<file path="src/rtl/q_setpoint_scheduler.sv">
// -----------------------------------------------------------------------------
// q_setpoint_scheduler
//
// Steps the charge-control top through a queue of q_desired setpoints. The host
// pushes setpoints into a small FIFO. When `go` arrives, the scheduler loads
// each entry in turn and runs the control loop (start/enable high). It holds
// that setpoint until `converged` has been stable for SETTLE_CYCLES consecutive
// cycles, or until the watchdog expires.
//
// Between setpoints the loop is disarmed for GAP_CYCLES cycles. This lets the
// downstream controller re-arm cleanly.
//
// Optional feature (macro Q_SCHED_RETRY_EN):
//   When defined, the first watchdog expiry on a setpoint reruns that same
//   setpoint once before faulting.
//   When undefined, any expiry faults immediately and no retry state exists.
//
// Ports
//   clk          in   1              system clock, rising edge
//   rst          in   1              synchronous, active-high reset
//   sp_valid     in   1              setpoint push request
//   sp_data      in   BUS_WIDTH      setpoint value
//   sp_ready     out  1              FIFO not full
//   go           in   1              start sequence / acknowledge fault
//   abort        in   1              stop and flush the queue
//   converged    in   1              convergence flag from the control loop
//   start        out  1              run request to top / resonant system
//   enable       out  1              loop enable to top
//   q_desired    out  BUS_WIDTH      active setpoint (holds outside RUN)
//   busy         out  1              scheduler not idle
//   sp_done      out  1              one-cycle pulse per accepted setpoint
//   timeout_err  out  1              sticky watchdog fault
//   fifo_count   out  clog2(DEPTH)+1 queued setpoints
// -----------------------------------------------------------------------------
module q_setpoint_scheduler #(
    parameter int BUS_WIDTH      = 10,
    parameter int DEPTH          = 4,
    parameter int TIMEOUT_W      = 14,
    parameter int TIMEOUT_CYCLES = 10000,
    parameter int SETTLE_CYCLES  = 8,
    parameter int GAP_CYCLES     = 4
) (
    input  logic                     clk,
    input  logic                     rst,
    input  logic                     sp_valid,
    input  logic [BUS_WIDTH-1:0]     sp_data,
    output logic                     sp_ready,
    input  logic                     go,
    input  logic                     abort,
    input  logic                     converged,
    output logic                     start,
    output logic                     enable,
    output logic [BUS_WIDTH-1:0]     q_desired,
    output logic                     busy,
    output logic                     sp_done,
    output logic                     timeout_err,
    output logic [$clog2(DEPTH):0]   fifo_count
);

    localparam int PTR_W = $clog2(DEPTH);
    localparam int CNT_W = PTR_W + 1;
    localparam int SET_W = $clog2(SETTLE_CYCLES + 1);
    localparam int GAP_W = $clog2(GAP_CYCLES + 1);

    localparam logic [CNT_W-1:0]     DEPTH_C     = CNT_W'(DEPTH);
    localparam logic [TIMEOUT_W-1:0] WDOG_LAST   = TIMEOUT_W'(TIMEOUT_CYCLES - 1);
    localparam logic [TIMEOUT_W-1:0] WDOG_MAX    = '1;
    localparam logic [SET_W-1:0]     SETTLE_LAST = SET_W'(SETTLE_CYCLES - 1);
    localparam logic [GAP_W-1:0]     GAP_LAST    = GAP_W'(GAP_CYCLES - 1);

    typedef enum logic [2:0] {
        S_IDLE,
        S_LOAD,
        S_RUN,
        S_DONE,
        S_GAP,
        S_FAULT
    } state_t;

    state_t state, state_n;

    // Setpoint FIFO storage.
    // Data is not reset; the pointers and count define validity.
    logic [BUS_WIDTH-1:0] mem [DEPTH];
    logic [PTR_W-1:0]     wr_ptr, rd_ptr;
    logic [CNT_W-1:0]     count;

    logic [TIMEOUT_W-1:0] wdog;
    logic [SET_W-1:0]     settle;
    logic [GAP_W-1:0]     gap_cnt;
    logic                 err_q;
    logic [BUS_WIDTH-1:0] q_reg;

    logic push, pop;
    logic settle_hit, wdog_hit;

    // `reload` means the coming LOAD reruns the current setpoint instead of
    // popping a new one. It only ever goes high when the retry feature exists.
    logic reload;

`ifdef Q_SCHED_RETRY_EN
    logic retry_used;

    always_ff @(posedge clk) begin
        if (rst) begin
            retry_used <= 1'b0;
            reload     <= 1'b0;
        end else if (abort) begin
            retry_used <= 1'b0;
            reload     <= 1'b0;
        end else begin
            // RUN -> GAP happens only on the first timeout of a setpoint.
            if (state == S_RUN && state_n == S_GAP) begin
                retry_used <= 1'b1;
                reload     <= 1'b1;
            end
            if (state == S_LOAD) begin
                reload <= 1'b0;
            end
            // A completed setpoint, or one abandoned after a fault,
            // frees the next entry to get its own retry.
            if (state == S_DONE || (state == S_FAULT && state_n == S_GAP)) begin
                retry_used <= 1'b0;
            end
        end
    end
`else
    assign reload = 1'b0;
`endif

    assign sp_ready   = (count < DEPTH_C);
    assign push       = sp_valid && sp_ready && !abort;
    assign pop        = (state == S_LOAD) && !abort && !reload;
    assign settle_hit = (state == S_RUN) && converged && (settle == SETTLE_LAST);
    assign wdog_hit   = (state == S_RUN) && (wdog == WDOG_LAST);

    // Next-state logic.
    // Settling takes priority over a simultaneous watchdog expiry.
    always_comb begin
        state_n = state;
        case (state)
            S_IDLE: begin
                if (go && count != '0) begin
                    state_n = S_LOAD;
                end
            end
            S_LOAD: begin
                state_n = S_RUN;
            end
            S_RUN: begin
                if (settle_hit) begin
                    state_n = S_DONE;
                end else if (wdog_hit) begin
`ifdef Q_SCHED_RETRY_EN
                    state_n = retry_used ? S_FAULT : S_GAP;
`else
                    state_n = S_FAULT;
`endif
                end
            end
            S_DONE: begin
                state_n = S_GAP;
            end
            S_GAP: begin
                if (gap_cnt == GAP_LAST) begin
                    state_n = (count != '0 || reload) ? S_LOAD : S_IDLE;
                end
            end
            S_FAULT: begin
                if (go) begin
                    state_n = S_GAP;
                end
            end
            default: begin
                state_n = S_IDLE;
            end
        endcase
        if (abort) begin
            state_n = S_IDLE;
        end
    end

    // FIFO storage write.
    always_ff @(posedge clk) begin
        if (push) begin
            mem[wr_ptr] <= sp_data;
        end
    end

    // State register, FIFO bookkeeping, counters and the sticky fault flag.
    always_ff @(posedge clk) begin
        if (rst) begin
            state   <= S_IDLE;
            wr_ptr  <= '0;
            rd_ptr  <= '0;
            count   <= '0;
            wdog    <= '0;
            settle  <= '0;
            gap_cnt <= '0;
            err_q   <= 1'b0;
            q_reg   <= '0;
        end else begin
            state <= state_n;

            if (abort) begin
                wr_ptr <= '0;
                rd_ptr <= '0;
                count  <= '0;
            end else begin
                if (push) begin
                    wr_ptr <= wr_ptr + 1'b1;
                end
                if (pop) begin
                    rd_ptr <= rd_ptr + 1'b1;
                end
                case ({push, pop})
                    2'b10:   count <= count + 1'b1;
                    2'b01:   count <= count - 1'b1;
                    default: count <= count;
                endcase
            end

            // Counters are only meaningful inside their own state.
            // Clearing them everywhere else covers the LOAD clear as well.
            if (state != S_RUN) begin
                wdog <= '0;
            end else if (wdog != WDOG_MAX) begin
                wdog <= wdog + 1'b1;
            end

            if (state != S_RUN || !converged) begin
                settle <= '0;
            end else if (settle != SETTLE_LAST) begin
                settle <= settle + 1'b1;
            end

            if (state != S_GAP) begin
                gap_cnt <= '0;
            end else if (gap_cnt != GAP_LAST) begin
                gap_cnt <= gap_cnt + 1'b1;
            end

            // Set on entry to FAULT. Cleared only by the go acknowledge,
            // so an abort leaves it standing.
            if (state_n == S_FAULT && state != S_FAULT) begin
                err_q <= 1'b1;
            end else if (state == S_FAULT && state_n == S_GAP) begin
                err_q <= 1'b0;
            end

            if (pop) begin
                q_reg <= mem[rd_ptr];
            end
        end
    end

    assign start       = (state == S_RUN);
    assign enable      = (state == S_RUN);
    assign busy        = (state != S_IDLE);
    assign sp_done     = (state == S_DONE);
    assign timeout_err = err_q;
    assign q_desired   = q_reg;
    assign fifo_count  = count;

endmodule

</file>
<file path="config.mk">
export PLATFORM = sky130hd
export DESIGN_NAME = q_setpoint_scheduler
export DESIGN_NICKNAME = d
export VERILOG_FILES = /design/src/rtl/q_setpoint_scheduler.sv
export SDC_FILE = /design/constraint.sdc
export NUM_CORES = 1
export LEC_CHECK = 0
export CAP_MARGIN = 40
export CORE_MARGIN = 5
export CORE_UTILIZATION = 40
export CTS_CLUSTER_DIAMETER = 40
export CTS_CLUSTER_SIZE = 16
export DETAILED_ROUTE_END_ITERATION = 7
export PLACE_DENSITY = 0.63
export SYNTH_ARGS = -nofsm -noshare
export SYNTH_HDL_FRONTEND = slang
export SYNTH_SLANG_ARGS = --single-unit
</file>
<file path="constraint.sdc">
create_clock -name clk -period 3.5 [get_ports clk]
set_input_delay 0.7 -clock clk [delete_from_list [all_inputs] [get_ports clk]]
set_output_delay 0.7 -clock clk [all_outputs]
set_load 0.005 [all_outputs]
</file>
==> run_results.csv <==
group,metric,value,unit
status,status,"finished clean",
timing,holdWs,0.456,ns
detailed_routing,viasPerCell,5.04,
logic_synthesis,synth.avg_cell_area,11.6,um^2
logic_synthesis,synth-compound-area-share,0.0625,
hold_path,holdPathEnd,"q_desired[4]$_SDFFE_PP0P_",
logic_synthesis,netlist_area,3440,um^2
logic_synthesis,yosysTopAreaCell,"edfxtp_1",
timing,skew,0.0134,ns
detailed_routing,firstDrtPassIters,4,
worst_setup_path,cpPeakStageDelay,0.61,ns
global_route,grt_pass1_vias,2166,
floorplan,start_util,0.415,
hold_path,hold_depth,2,
timing,drv_slew,0,
clocking,cts_setup_buffers,0,
worst_setup_path,r2r_slack,1.17,ns
detailed_routing,vias,2221,
worst_setup_path,path_max_fanout,10,
logic_synthesis,synthAdderAreaFrac,0.0385,
timing,fin_crit_sh,0.761,
clocking,cts-root-buf,"clkbuf_8",
detailed_routing,wire_per_inst,14.4,um
clocking,cts_buffer_depth,2,
detailed_routing,drtAntennaViolNets,0,
logic_synthesis,synth.mux.area_fraction,0.0742,
floorplan,rows,33,
timing,setup_viol,0,
detailed_routing,drc_errors,0,
logic_synthesis,synth_seq_area_share,0.593,
timing,layout_setup_ws,0.835,ns
timing,layout_min_cycle_time,2.66,ns
cells_and_area,area_growth,17.9,%
place,dp_hpwl,4510,um
worst_setup_path,startpoint_type,"flip-flop",
logic_synthesis,yosys.area_share.simple,0.167,
cells_and_area,n_antenna_cell,0,
logic_synthesis,synth-seq-cells,82,
floorplan,die_w,103,um
cells_and_area,nNetsFinal,357,
global_route,grt_overflow,0,
timing,grt_setup_unrepaired,"no",
clocking,cts-htree-levels,3,
timing,slew_headroom,0.468,
cells_and_area,drive_above_1_share,0.101,
logic_synthesis,synth_top_area_share,0.349,
worst_setup_path,worstPathArrival,1.96,ns
clocking,numCtsBuffers,9,
logic_synthesis,synth_xor_area_frac,0.0356,
detailed_routing,first_iter_violations,92,
place,portBuffers,34,
clocking,worstSkewPairLatency,0.36,ns
run,cap_violations,0,
hold_path,min_from,"q_desired[4]$_SDFFE_PP0P_",
floorplan,die_area,10600,um^2
hold_path,hold_class,"reg2reg",
worst_setup_path,r2r_cells,9,
worst_setup_path,r2r_end,"fifo_count[2]$_SDFFE_PP0P_",
floorplan,core_area,8300,um^2
logic_synthesis,synth_area_leaders,"edfxtp_1, dfxtp_1, mux4_2, nand2_1, ha_1",
clocking,clk_pin_slew,0.08,ns
worst_setup_path,r2r-start,"state[0]$_SDFF_PP0_",
logic_synthesis,synth_cells,296,
logic_synthesis,synth_top_family_by_area,"simple AND/OR/NAND/NOR gates",
timing,worst_pin_slew,0.797,ns
worst_setup_path,worstSetupEndpointType,"primary output",
global_route,grt_max_degree,16,
worst_setup_path,worstPathRequired,2.80,ns
logic_synthesis,yosysUniqueCellTypes,41,
global_route,grt_usage,0.133,
logic_synthesis,synth_flop_cell,"dfxtp_1",
timing,fmax,375,MHz
worst_setup_path,crit_chain,"nor3b_1 > clkdlybuf4s50_1",
logic_synthesis,synth_edf_count,40,
place,pre_cts_ws,0.534,ns
place,gp_congestion,0.729,
logic_synthesis,async_reset_ff_frac,0,
timing,finalHoldViolations,0,
pwr,power_leakage,1.33,nW
logic_synthesis,yosysWarnings,0,
logic_synthesis,synth.most_common_cell,"dfxtp_1",
clocking,ctsResizeCount,0,
clocking,hold_buffers,0,
global_route,antenna_found_initial,0,
logic_synthesis,synth_nets,322,
detailed_routing,wl,6350,um
pwr,powerDensity,418,nW/um^2
clocking,cts.sinks,82,
logic_synthesis,synthTopCellsByCount,"dfxtp_1, edfxtp_1, nand2_1",
floorplan,die_y,103,um
global_route,grt_pass1_wl,10600,um
floorplan,ios,35,
pwr,ir_drop,0.000175,V
clocking,cts_tree,"done",
timing,fin_tns_setup,0,ns
worst_setup_path,critPathSlowestCell,"clkdlybuf4s50_1",
worst_setup_path,crit_type,"reg2out",
how the worst max path moves through the flow:
stage                                            end  slack [ns]  cells after the start           startpoint
after floorplan           fifo_count[2]$_SDFFE_PP0P_        0.79                      9                abort
after global placement    fifo_count[2]$_SDFFE_PP0P_        0.61                      9                abort
after detailed placement  fifo_count[2]$_SDFFE_PP0P_        0.53                      9                abort
after CTS                                      start        0.84                      2  state[1]$_SDFF_PP0_
after global routing                           start        0.73                      2  state[1]$_SDFF_PP0_
final                                         enable        0.84                      2  state[1]$_SDFF_PP0_
worst max-delay path: cells and delay by family, from the launching register on:
family | cells | cell delay, ns
simple gates | 1 | 0.50
flops | 1 | 0.51
buf+inv | 1 | 0.61
cells in the final DEF (no fill, tap or decap), types with 2 or more instances in the layout:
master / n
a21oi_1: 21
a31oi_1: 3
a32o_1: 2
and2_1: 6
and3_1: 3
and4_1: 3
buf_4: 3
clkbuf_8: 9
clkdlybuf4s50_1: 34
dfxtp_1: 42
edfxtp_1: 40
ha_1: 9
inv_1: 12
inv_6: 2
mux2i_1: 3
mux4_2: 10
nand2_1: 34
nand2b_1: 3
nand3_1: 9
nand4_1: 2
nor2_1: 30
nor2b_1: 2
nor3_1: 6
nor3b_1: 2
nor4_1: 4
o21ai_0: 6
or2_2: 2
or3_1: 4
xnor2_1: 6
xor2_1: 8
sequential cells by signal (all words and copies together), names as in the netlist, 3 cells and up:
signal,cells
gap_cnt,3
state,3
q_desired,10
settle,4
fifo_count,3
mem,40
wdog,14
through the flow:
stage          cell area (um^2)  total power, mW  utilization  std cells
6_report                   4060             1.70        0.489        441
5_1_grt                    4060             1.76        0.489        441
4_1_cts                    4060             1.72        0.489        441
3_5_place_dp               3880             1.09        0.468        425
3_3_place_gp               3880             1.09        0.468        425
2_1_floorplan              3440             1.06            -        296
per-layer routing:
metal / up-vias / global-route usage / wire length, um
met3: 11 / 0.0277 / 321
met4: 0 / 0.0747 / 156
met2: 37 / 0.201 / 2990
li1: 1129 / - / -
met1: 1044 / 0.179 / 2890
met5: - / 0 / 0
final cells by class:
type / count / area (um^2)
Inverter: 12 / 45.0
Clock buffer: 10 / 128
Sequential cell: 82 / 2040
Multi-Input combinational cell: 189 / 1300
Timing Repair Buffer: 37 / 363
Clock inverter: 6 / 47.5
Fill cell: 752 / 4240
Tap cell: 105 / 131
cell families (layout without fill, tap and decap cells):
family	count (synthesis)	after routing
and+or+nand+nor	116	116
xor gates and xnor gates	14	14
muxes	13	13
buffers and inverters	25	65
AOI/OAI and AO/OA	36	36
adders and majority gates	10	10
DFF	82	82
report_power, final:
| part | switching [mW] | internal, mW | total [mW] |
|---|---|---|---|
| Combinational | 0.0258 | 0.0280 | 0.0537 |
| Clock | 0.359 | 0.267 | 0.626 |
| Sequential | 0.00343 | 1.01 | 1.02 |
Power figures use the tool's default switching activity.
